`src/rtl/multicycle_control_unit.sv`:
```
// Multicycle control FSM for a 16-bit load/store core.
// Sequences fetch, decode, execute, memory and writeback states.
module multicycle_control_unit #(
  parameter int WAIT_LIMIT = 8,
  parameter int WAIT_BITS  = 4,
  parameter int SHAMT_BITS = 4
) (
  input  logic                  clk,
  input  logic                  reset,
  input  logic [3:0]            opCode1,
  input  logic [3:0]            opCode2,
  input  logic [3:0]            conditionCode,
  input  logic [7:0]            PSR,
  input  logic [SHAMT_BITS-1:0] shiftAmtIn,
  input  logic                  mem_ready,
  output logic                  pc_en,
  output logic                  ir_en,
  output logic                  imm_en,
  output logic                  psr_en,
  output logic                  result_en,
  output logic                  reg_wr_en,
  output logic                  link_en,
  output logic                  mem_rd,
  output logic                  mem_wr,
  output logic                  addr_sel,
  output logic                  src_b_sel,
  output logic                  zero_extend,
  output logic [3:0]            alu_ctrl,
  output logic [3:0]            shift_ctrl,
  output logic [1:0]            result_sel,
  output logic [1:0]            pc_src,
  output logic [SHAMT_BITS-1:0] shiftAmtOut,
  output logic                  bus_error,
  output logic [3:0]            state_o
);

  typedef enum logic [3:0] {
    FETCH   = 4'd0,
    DECODE  = 4'd1,
    RTYPEEX = 4'd2,
    ITYPEEX = 4'd3,
    SHIFTEX = 4'd4,
    WB      = 4'd5,
    MEMADR  = 4'd6,
    LDRD    = 4'd7,
    LDWR    = 4'd8,
    STWR    = 4'd9,
    BREX    = 4'd10,
    JEX     = 4'd11,
    HALT    = 4'd12
  } state_t;

  state_t               state_q, state_d;
  logic [WAIT_BITS-1:0] wait_q, wait_d;
  logic                 berr_q, berr_d;

  logic c_f, l_f, f_f, z_f, n_f;
  logic unused_psr;
  logic cond_true;
  logic is_cmp;
  logic is_jal;
  logic mem_wait;
  logic at_limit;

  assign c_f = PSR[0];
  assign l_f = PSR[2];
  assign f_f = PSR[5];
  assign z_f = PSR[6];
  assign n_f = PSR[7];
  assign unused_psr = ^{PSR[4:3], PSR[1]};

  assign is_cmp = (opCode1 == 4'hB) ||
                  (opCode1 == 4'h0 && opCode2 == 4'hB);
  assign is_jal = (opCode2 == 4'h8);

  assign mem_wait = (state_q == FETCH) ||
                    (state_q == LDRD)  ||
                    (state_q == STWR);
  assign at_limit = (wait_q == WAIT_BITS'(WAIT_LIMIT));

  assign shiftAmtOut = shiftAmtIn;
  assign bus_error   = berr_q;
  assign state_o     = state_q;

  always_comb begin
    cond_true = 1'b0;
    unique case (conditionCode)
      4'h0: cond_true = z_f;
      4'h1: cond_true = !z_f;
      4'h2: cond_true = c_f;
      4'h3: cond_true = !c_f;
      4'h4: cond_true = l_f;
      4'h5: cond_true = !l_f;
      4'h6: cond_true = n_f;
      4'h7: cond_true = !n_f;
      4'h8: cond_true = f_f;
      4'h9: cond_true = !f_f;
      4'hA: cond_true = !l_f && !z_f;
      4'hB: cond_true = l_f || z_f;
      4'hC: cond_true = !n_f && !z_f;
      4'hD: cond_true = n_f || z_f;
      4'hE: cond_true = 1'b1;
      4'hF: cond_true = 1'b0;
    endcase
  end

  // Next state, wait counter and sticky bus error
  always_comb begin
    state_d = state_q;
    wait_d  = '0;
    berr_d  = berr_q;
    case (state_q)
      FETCH: begin
        if (mem_ready) state_d = DECODE;
      end
      DECODE: begin
        case (opCode1)
          4'h0: state_d = RTYPEEX;
          4'h1, 4'h2, 4'h3, 4'h5,
          4'h9, 4'hB, 4'hD: state_d = ITYPEEX;
          4'h8, 4'hF: state_d = SHIFTEX;
          4'hC: state_d = BREX;
          4'h4: begin
            case (opCode2)
              4'h0, 4'h4: state_d = MEMADR;
              4'h8, 4'hC: state_d = JEX;
              default:    state_d = FETCH;
            endcase
          end
          default: state_d = FETCH;
        endcase
      end
      RTYPEEX, ITYPEEX, SHIFTEX: state_d = WB;
      WB:     state_d = FETCH;
      MEMADR: state_d = (opCode2 == 4'h0) ? LDRD : STWR;
      LDRD: begin
        if (mem_ready) state_d = LDWR;
      end
      LDWR: state_d = FETCH;
      STWR: begin
        if (mem_ready) state_d = FETCH;
      end
      BREX, JEX: state_d = FETCH;
      HALT: state_d = HALT;
      default: state_d = FETCH;
    endcase
    // A memory state waiting at the limit gives up and halts
    if (mem_wait && !mem_ready) begin
      if (at_limit) begin
        state_d = HALT;
        berr_d  = 1'b1;
      end else begin
        wait_d = wait_q + 1'b1;
      end
    end
  end

  always_comb begin
    pc_en       = 1'b0;
    ir_en       = 1'b0;
    imm_en      = 1'b0;
    psr_en      = 1'b0;
    result_en   = 1'b0;
    reg_wr_en   = 1'b0;
    link_en     = 1'b0;
    mem_rd      = 1'b0;
    mem_wr      = 1'b0;
    addr_sel    = 1'b0;
    src_b_sel   = 1'b1;
    zero_extend = 1'b1;
    alu_ctrl    = 4'h5;
    shift_ctrl  = 4'h0;
    result_sel  = 2'd1;
    pc_src      = 2'd0;
    if (!reset) begin
      case (state_q)
        FETCH: begin
          mem_rd = 1'b1;
          ir_en  = mem_ready;
          pc_en  = mem_ready;
        end
        DECODE: begin
          imm_en      = 1'b1;
          src_b_sel   = 1'b0;
          zero_extend = (opCode1 == 4'h1) ||
                        (opCode1 == 4'h2) ||
                        (opCode1 == 4'h3) ||
                        (opCode1 == 4'hD);
        end
        RTYPEEX: begin
          alu_ctrl  = opCode2;
          psr_en    = 1'b1;
          result_en = 1'b1;
        end
        ITYPEEX: begin
          alu_ctrl  = opCode1;
          src_b_sel = 1'b0;
          psr_en    = 1'b1;
          result_en = 1'b1;
        end
        SHIFTEX: begin
          result_sel = 2'd0;
          result_en  = 1'b1;
          if (opCode1 == 4'hF) begin
            shift_ctrl = 4'hF;
            src_b_sel  = 1'b0;
          end else begin
            shift_ctrl = opCode2;
            src_b_sel  = (opCode2 == 4'h4);
          end
        end
        WB: reg_wr_en = !is_cmp;
        MEMADR: addr_sel = 1'b1;
        LDRD: begin
          mem_rd   = 1'b1;
          addr_sel = 1'b1;
        end
        LDWR: begin
          result_sel = 2'd2;
          reg_wr_en  = 1'b1;
        end
        STWR: begin
          mem_wr   = 1'b1;
          addr_sel = 1'b1;
        end
        BREX: begin
          if (cond_true) begin
            pc_en  = 1'b1;
            pc_src = 2'd1;
          end
        end
        JEX: begin
          if (cond_true || is_jal) begin
            pc_en  = 1'b1;
            pc_src = 2'd2;
          end
          if (is_jal) begin
            reg_wr_en  = 1'b1;
            link_en    = 1'b1;
            result_sel = 2'd3;
          end
        end
        default: ;
      endcase
    end
  end

  always_ff @(posedge clk) begin
    if (reset) begin
      state_q <= FETCH;
      wait_q  <= '0;
      berr_q  <= 1'b0;
    end else begin
      state_q <= state_d;
      wait_q  <= wait_d;
      berr_q  <= berr_d;
    end
  end

endmodule

```
`config.mk`:
```
export PLATFORM = sky130hd
export DESIGN_NAME = multicycle_control_unit
export DESIGN_NICKNAME = d
export VERILOG_FILES = /design/src/rtl/multicycle_control_unit.sv
export SDC_FILE = /design/constraint.sdc
export NUM_CORES = 1
export LEC_CHECK = 0
export ABC_AREA = 1
export CAP_MARGIN = 10
export CORE_ASPECT_RATIO = 1.4
export CORE_MARGIN = 2
export CORE_UTILIZATION = 25
export CTS_CLUSTER_DIAMETER = 40
export DETAILED_ROUTE_END_ITERATION = 8
export DONT_BUFFER_PORTS = 1
export PLACE_DENSITY = 0.39
export SLEW_MARGIN = 25
export SYNTH_ARGS = -nofsm -noshare
export SYNTH_HDL_FRONTEND = slang
export SYNTH_SLANG_ARGS = --single-unit
```
`constraint.sdc`:
```
create_clock -name clk -period 1.5 [get_ports clk]
set_input_delay 0.15 -clock clk [delete_from_list [all_inputs] [get_ports clk]]
set_output_delay 0.15 -clock clk [all_outputs]
set_load 0.01 [all_outputs]
```
# ---- Yosys cells after proc, flatten, opt, wreduce, memory -nomap -nowiden
# Cells that the tools add are included.
dict set report classes {
  order_cmp 0
  multipliers 0
  addsub 1
  n_div 0
  shift 0
  mux 50
  n_reduce_logical 35
  n_bitwise 1
  eq_ne 43
}
# op n
set ops {}
lappend ops {{4-bit equality test (second input constant)} 23}
lappend ops {{4-bit by 3-bit equality test with 1-bit output (second input constant)} 11}
lappend ops {{4-bit two-way mux} 10}
lappend ops {{4-bit case mux with 7 select lines} 1}
lappend ops {{1-bit two-way mux} 26}
lappend ops {{4-bit by 2-bit equality test with 1-bit output (second input constant)} 6}
lappend ops {{4-bit case mux with 5 select lines} 1}
lappend ops {{4-bit logical NOT} 4}
lappend ops {{1-bit case mux with 16 select lines} 1}
lappend ops {{4-bit case mux with 2 select lines} 2}
lappend ops {{4-bit by 1-bit equality test with 1-bit output (second input constant)} 3}
lappend ops {{2-bit OR reduction} 6}
lappend ops {{1-bit logical OR} 9}
lappend ops {{3-bit OR reduction} 3}
lappend ops {{2-bit two-way mux} 4}
lappend ops {{1-bit logical NOT} 7}
lappend ops {{7-bit OR reduction} 1}
lappend ops {{1-bit case mux with 3 select lines} 2}
lappend ops {{2-bit case mux with 3 select lines} 1}
lappend ops {{4-bit by 1-bit adder with 4-bit output (second input constant)} 1}
lappend ops {{1-bit logical AND} 4}
lappend ops {{2-bit case mux with 2 select lines} 1}
lappend ops {{1-bit case mux with 2 select lines} 1}
lappend ops {{2-bit AND reduction} 1}
lappend ops {{1-bit NOT} 1}
dict set report totals {
  latch_bits 0
  register_bits 9
  out_inout_bits 33
  inputBits 27
  ram_bits 0
  romBits 0
  memories 0
  word_cells 133
}

# ---- Logic depth before layout (Yosys ltp)
# Gate-level depths: netlist (run 1).
dict set report depth {
  word_depth 7
  depth_mapped 11
  ltp_nobuf 11
}

# ---- Least setup slack after synthesis (run 1)
# No wires, ideal clock.
dict set report synth_timing {
  kind {register -> output}
  startpoint {reg state_q[0], in the netlist state_o[0]}
  endpoint {out zero_extend}
  slack_ns 0.078
  path_buffers 0
  required_time_ns 1.350
  arrival_time_ns 1.272
  stages_incl_launch_ff 8
  cell_sequence {dfxtp_1 > inv_1 > nor2_2 > inv_2 > nor2_2 > inv_1 > nor2_1 > o21ai_0}
}
dict set report synth_via {
  elab_chain_len 3
}
# element line_no
set synth_lines {}
lappend synth_lines {{start, declared} 53} ;# state_t state_q, state_d;
lappend synth_lines {{start signal, assigned} 254} ;# state_q <= state_d;
lappend synth_lines {{4-bit by 1-bit equality test with 1-bit output} 176} ;# case (state_q)
lappend synth_lines {{1-bit two-way mux} 176}
lappend synth_lines {{1-bit two-way mux} 175} ;# if (!reset) begin
lappend synth_lines {{end, declared} 27} ;# output logic zero_extend,
# No other way between the ends.

# ---- Worst setup path after layout (run 1)
dict set report layout_timing {
  startpoint {reg state_q[1], in the netlist state_o[1]}
  endpoint {out imm_en}
}
dict set report layout_via {
  elab_chain_len 3
}
# element line_no
set layout_lines {}
lappend layout_lines {{4-bit by 1-bit equality test with 1-bit output} 176}
lappend layout_lines {{1-bit two-way mux} 176}
lappend layout_lines {{1-bit two-way mux} 175}
lappend layout_lines {{end, declared} 18} ;# output logic imm_en,
# No other way between the ends.

==> results by group, run 1 <==
Run status
  – Run status: finished clean

Timing
  – FMAX: slightly below 0.7 GHz
  – Max Slew Vio Count: 0
  – Clock skew: about 0.0016 ns
  – RSZ-0062 raised after global routing: true
  – Period utilization: between 90% and 100%
  – Setup-failing EPs final: 0
  – Worst setup margin: 0.0124 ns
  – Crit path time final: about 1.5 ns
  – Rel. slew slack: around 82%
  – Slew at the pin closest to its max-slew limit: 0.262 ns
  – Final hold vios: 0

CTS
  – TritonCTS clock tree: built
  – Worst skew pair latency: around 0.23 ns
  – Max Root-Sink Buffers: 2
  – Clk slew on worst S/H paths: 0.04 ns
  – H-tree depth: 1
  – CTS buffer count: 3
  – Root buffer cell: clkbuf_8
  – # clock sinks: 9

Synthesis
  – Post-synthesis async set-or-reset flop share: 0%
  – Syn Inst Count: 224
  – Post-synth EDFFs: 0
  – #FFs+latches synth: 9
  – Top-count cell post-synth: nand2_1
  – Most frequent cells after synthesis: nand2_1 (57), nor2_1 (46), inv_1 (32)
  – Most used DFF post-synth: dfxtp_1
  – Cell type with the largest total area after synthesis: nand2_1
  – Distinct cell type count after synthesis: 25
  – Avg Synthesized Cell Area: 5.27 um^2
  – Post-synthesis cell area: roughly 1200 um^2
  – Seq/Total Area, Yosys: 15.3%
  – Synth top area share: 18.1%
  – Yosys warns: 0
  – Mapped Nets: around 250
  – Synth area leaders: nand2_1 (18%), dfxtp_1 (15%), nor2_1 (15%)

Cells and area
  – Area of the multi-input gates: between 900 and 1000 um^2
  – Reg area: slightly below 200 um^2
  – Nets: between 200 and 300
  – Share of post-route cells with drive strength above 1: between 30 and 40%
  – Fillers: 533
  – Cell Count, Final, Fillers Out: between 300 and 400
  – Area Growth Syn to Fin: 38.3%
  – Inserted Diodes: 0
  – Design Area, Final: around 1600 um^2

Power
  – Seq pwr share: 26.4%
  – Clock power frac: between 20% and 30%
  – Worst vdd ir: ~440 uV
  – Internal power: between 0.6 and 0.7 mW
  – Pwr dens: between 600 and 700 nW/um^2
  – Sw Share: between 30% and 40%
  – Comb pwr share: approximately half
  – Lkg Pwr: 0.738 nW
  – Switch Pwr: 0.433 mW
  – Final total power: approximately 1.1 mW

Detailed routing
  – Post-DRT Antenna Nets: 0
  – Residual DRC count: 0
  – Drt total wl: about 3800 um
  – DRT Pass-1 Iters: 4
  – Starting DRT DRC Count: 37
  – Average wire per standard cell: roughly 12 um
  – Vias per cell: 4.68
  – Vias: roughly 1500

Global route
  – M2 GR Usage: 29.3%
  – Largest net degree at the start of global routing: 20
  – Met1 Usage GRT: approximately 15%
  – Gr busiest metal: met2
  – Congestion Overflow GR: 0
  – Vias in the first global route: 1400
  – Met3 Resource Use GR: 3.51%
  – Initial antenna violation count: 0
  – Global-route wire length before repair: 6040 um
  – Total Routing Usage GR: between 10 and 15%

Place
  – HPWL Detailed: around 3200 um
  – Worst slack at placement: ~0.032 ns
  – GP Congestion: 0.784
  – Port bufs: 0
  – Area after DPL: about 1300 um^2
  – Placed Cells: 297

Floorplanning
  – Row count: 29
  – Die H: between 80 and 90 um
  – Core ar.: 4540 um^2
  – Die Wd: 62.1 um
  – I/O Pins: 60
  – Area of the die: 5290 um^2
  – Starting Density: a little over a quarter

Setup path
  – WS Path Type: flip-flop to output port
  – Worst EP required: 1.35 ns
  – CP startpoint kind: flip-flop
  – CP max FO: 4
  – Crit path arrival time: 1.34 ns
  – CP Capture Type: output port

Run
  – Max Cap Viol: 0

Worst hold path
  – Worst min path class: primary input to flip-flop
==> power groups by stage <==
| stage | clock, mW | combinational, mW | sequential (mW) |
|---|---|---|---|
| after detailed placement | 0 | 0.422 | 0.288 |
| after floorplan | 0 | 0.303 | 0.288 |
| final | 0.269 | 0.548 | 0.293 |
| after CTS | 0.282 | 0.500 | 0.287 |
| after global routing | 0.297 | 0.607 | 0.295 |
| after global placement | 0 | 0.425 | 0.289 |
==> what timing repair did <==
action	CTS	global route
setup buffers	6	4
pin swaps	9	11
hold endpoints to repair	3	3
endpoints found under the setup margin	22	17
resized for setup	34	20
==> path summary, 6_finish.rpt <==
check	slack (ns)	to	start	depth (start not counted)
worst max-delay path	0.01	imm_en	state_o[1]	7
worst min register to register	0.46	wait_q[0]	wait_q[0]	1
worst max register to register	0.08	state_o[0]	state_o[1]	9
worst min-delay path	0.22	state_o[1]	reset	3
==> state kept, by name (all words and copies together), names as in the netlist <==
signal and flops:
state_o 4, bus_error 1, wait_q 4
==> routing by layer <==
| metal | vias up | wire [um] |
|---|---|---|
| met4 | 0 | 36 |
| li1 | 758 | - |
| met2 | 35 | 2220 |
| met1 | 662 | 1440 |
| met5 | - | 0 |
| met3 | 4 | 128 |
==> metrics by stage <==
step                      util, %  setup TNS (ns)  hold slack (ns)
after CTS                    33.6         -0.0149          -0.0255
after detailed placement     29.7               0            0.224
after global routing         36.0          -0.402            0.222
after global placement       29.7               0            0.222
final                        36.0               0            0.218
after floorplan                 -               0            0.366
==> cell usage in the layout (no fill, tap or decap), drive strengths merged <==
master	synthesis	routed
nand2	59	59
nor2	52	52
inv	35	35
buf	5	28
nand3	18	18
a21oi	17	17
dfxtp	9	9
nor3	6	6
o21ai	5	5
a31oi	4	4
clkbuf	2	4
nand4	3	3
ha	2	2
o31ai	2	2
o21bai	1	1
o211ai	1	1
xor2	1	1
xnor2	1	1
nor4	1	1
dlygate4sd3	0	1
==> layout make-up <==
type | count | area share (%)
Multi-Input combinational cell | 173 | 57.8
Timing Repair Buffer | 29 | 14.2
Sequential cell | 9 | 12.0
Inverter | 35 | 8.51
Tap cell | 62 | 4.75
Clock buffer | 4 | 2.76
==> worst max-delay path, cell delays in order (launching register included) <==
cell,delay (ns)
dfxtp_4,0.36
buf_6,0.13
nor2_4,0.14
inv_4,0.06
nor2_4,0.13
inv_2,0.07
nor2_4,0.11
buf_6,0.11
==> kinds of logic after synthesis <==
logic type               share of synthesized area, %
AO/OA/AOI/OAI                                    15.6
XOR/XNOR                                         1.48
adder cells (fa/ha/maj)                          2.12
buffers and inverters                            15.0
flip-flops                                       15.3
AND/OR/NAND/NOR                                  50.6
Note: power is estimated with default switching activity, not from simulation.
==> run 2, diff against run 1 <==
--- a/config.mk
+++ b/config.mk
@@ -5,7 +5,6 @@
 export SDC_FILE = /design/constraint.sdc
 export NUM_CORES = 1
 export LEC_CHECK = 0
-export ABC_AREA = 1
 export CAP_MARGIN = 10
 export CORE_ASPECT_RATIO = 1.4
 export CORE_MARGIN = 2
==> constraint.sdc (replaced) <==
create_clock -name clk -period 1.4 [get_ports clk]
set_input_delay 0.14 -clock clk [delete_from_list [all_inputs] [get_ports clk]]
set_output_delay 0.14 -clock clk [all_outputs]
set_load 0.01 [all_outputs]
==> results by group, run 2 <==
Timing
  – Max Slew Vio Count: 0 (unchanged)
  – RSZ-0062 raised after global routing: true (unchanged)
  – Period utilization: 118%
  – Crit path time final: 1.66 ns
  – Clock skew: 0.00386 ns (was 0.00162 ns)
  – Setup-failing EPs final: 27 (was 0)
  – FMAX: 0.604 GHz
  – Hold_ws: 0.0159 ns (was 0.218 ns)
  – Rel. slew slack: 71.3% (was 82.5%)
  – Final hold vios: 0 (unchanged)
  – Worst setup margin: -0.255 ns (was 0.0124 ns)
  – Slew at the pin closest to its max-slew limit: 0.427 ns (was 0.262 ns)

Global route
  – Global-route wire length before repair: 6890 um (was 6040 um)
  – Congestion Overflow GR: 0 (unchanged)
  – Total Routing Usage GR: 14.8% (about the same)
  – Largest net degree at the start of global routing: 18 (was 20)
  – Initial antenna violation count: 0 (unchanged)
  – Vias in the first global route: 1508 (was 1400)

Detailed routing
  – Vias per cell: 5.27 (was 4.68)
  – Residual DRC count: 0 (unchanged)
  – Average wire per standard cell: 15.2 um (was 12.2 um)
  – Post-DRT Antenna Nets: 0 (unchanged)
  – Vias: 1566 (was 1459)
  – Starting DRT DRC Count: 37 (unchanged)
  – DRT Pass-1 Iters: 6 (was 4)
  – Drt total wl: 4520 um (was 3820 um)

Synthesis
  – Synth top area share: 14.1% (was 18.1%)
  – Post-synthesis async set-or-reset flop share: 0% (unchanged)
  – Syn Inst Count: 192 (was 224)
  – Post-synth EDFFs: 0 (unchanged)
  – Avg Synthesized Cell Area: 6.65 um^2 (was 5.27 um^2)
  – Post-synthesis cell area: 1280 um^2 (was 1180 um^2)
  – Most frequent cells after synthesis: nor2_1 (23), nand2_1 (19), a21oi_1 (16) (was nand2_1 (57), nor2_1 (46), inv_1 (32))
  – Distinct cell type count after synthesis: 57 (was 25)
  – Cell type with the largest total area after synthesis: dfxtp_1 (was nand2_1)
  – Mapped Nets: 221 (was 253)
  – #FFs+latches synth: 9 (unchanged)
  – Most used DFF post-synth: dfxtp_1 (unchanged)
  – Yosys warns: 0 (unchanged)
  – Top-count cell post-synth: nor2_1 (was nand2_1)
  – Seq/Total Area, Yosys: 14.1% (was 15.3%)
  – Synth area leaders: dfxtp_1 (14%), nor2_1 (6.8%), a21oi_1 (6.3%) (was nand2_1 (18%), dfxtp_1 (15%), nor2_1 (15%))

CTS
  – Worst skew pair latency: 0.23 ns (about the same)
  – TritonCTS clock tree: built (unchanged)
  – Max Root-Sink Buffers: 2 (unchanged)
  – # clock sinks: 9 (unchanged)
  – CTS buffer count: 3 (unchanged)
  – Clk slew on worst S/H paths: 0.05 ns (was 0.04 ns)
  – Root buffer cell: clkbuf_8 (unchanged)
  – H-tree depth: 1 (unchanged)

Setup path
  – Crit path arrival time: 1.52 ns (was 1.34 ns)
  – CP max stage delay: 0.38 ns (was 0.36 ns)
  – WS Path Type: flip-flop to output port (unchanged)
  – Top Family by Delay on Critical Path: simple AND/OR/NAND/NOR gates (unchanged)
  – CP max FO: 6 (was 4)
  – CP Capture Type: output port (unchanged)
  – CP startpoint kind: flip-flop (unchanged)
  – Worst-path cell chain: clkbuf_2 > nand2_1 > buf_4 > nor3b_4 > o21bai_4 (was buf_6 > nor2_4 > inv_4 > nor2_4 > inv_2 > nor2_4 > buf_6)
  – Worst path bufs/invs: 2 (was 4)
  – Slowest CP cell: dfxtp_4 (unchanged)
  – Worst EP required: 1.26 ns (was 1.35 ns)

Floorplanning
  – Area of the die: 5710 um^2 (was 5290 um^2)
  – Row count: 30 (was 29)
  – Die Wd: 64.4 um (was 62.1 um)
  – Starting Density: 26.2% (was 26.0%)
  – Core ar.: 4880 um^2 (was 4540 um^2)
  – Die H: 88.6 um (was 85.3 um)
  – I/O Pins: 60 (unchanged)

Run status
  – Failing checks: negative setup slack
  – Run status: finished with violations (was finished clean)

Place
  – Port bufs: 0 (unchanged)
  – Placed Cells: 276 (was 297)
  – GP Congestion: 0.780 (was 0.784)
  – Worst slack at placement: -0.0820 ns (was 0.0324 ns)
  – HPWL Detailed: 3320 um (was 3210 um)

Cells and area
  – Inserted Diodes: 0 (unchanged)
  – Cell Count, Final, Fillers Out: 297 (was 312)
  – Area Growth Syn to Fin: 61.2% (was 38.3%)
  – Nets: 263 (was 280)
  – Most common cell after layout, fill and taps aside: buf_4 (was nand2_1)
  – Most frequent cells in the layout: buf_4 (38), buf_6 (16), nor2_1 (14) (was nand2_1 (52), nor2_1 (36), inv_1 (27))
  – Fin util: 42.2% (was 36.0%)
  – Share of post-route cells with drive strength above 1: 50.6% (was 30.4%)

Power
  – Pwr dens: 622 nW/um^2 (was 680 nW/um^2)
  – Lkg Pwr: 0.793 nW (was 0.738 nW)
  – Final total power: 1.28 mW (was 1.11 mW)
  – Worst vdd ir: 514 uV (was 442 uV)

Worst hold path
  – Worst min path class: primary input to flip-flop (unchanged)

Run
  – Max Cap Viol: 0 (unchanged)
[run 2: worst paths after layout]
kind	from	endpoint	slack (ns)	depth (start not counted)
max reg2reg	state_o[2]	state_o[3]	-0.11	7
min	reset	state_o[2]	0.02	1
max	state_o[0]	pc_src[1]	-0.26	5
min reg2reg	wait_q[0]	wait_q[0]	0.48	1
[run 2: logic make-up after synthesis]
logic type      Yosys count  share of synthesized area (%)
compound gates           53                           28.6
xor+xnor                  4                           2.74
fa+ha+maj                 2                           1.96
buf+inv                  30                           11.9
flops                     9                           14.1
mux                       5                           4.02
simple gates             89                           36.6
[run 2: layer usage]
layer / vias up / share of wire [%] / GRT usage, % / routed length (um)
met5: - / 0 / 0 / 0
met3: 8 / 4.5 / 1.78 / 205
li1: 765 / - / - / -
met4: 0 / 1.9 / 4.26 / 87
met2: 48 / 53 / 29.6 / 2410
met1: 745 / 40 / 16.1 / 1810
[run 2: area by class of cell]
cell class                 instances  area, um^2
sequential                         9         195
fill                             518        2820
timing repair buffer              56         480
tap                               64        80.1
clock buffer                       4        45.0
multi-input combinational        153        1220
inverter                          11        41.3
[run 2: what timing repair did]
action	CTS	global route
pin swaps	20	15
hold buffers	1	0
gates resized for setup	53	31
setup buffers	10	7
setup endpoints to repair	32	31
hold endpoints to repair	1	0
[run 2: where the power goes]
part           switching [mW]  leakage (nW)  internal (mW)
clock network           0.101        0.0228          0.198
logic                   0.323         0.694          0.360
registers              0.0271        0.0760          0.271
total                   0.452         0.793          0.830
[run 2: stage by stage]
step	TNS, ns	area, um^2
6_report	-2.35	2060
5_1_grt	-4.26	2060
4_1_cts	-1.91	1890
3_5_place_dp	-0.494	1560
3_3_place_gp	-0.366	1560
2_1_floorplan	-0.0391	1320
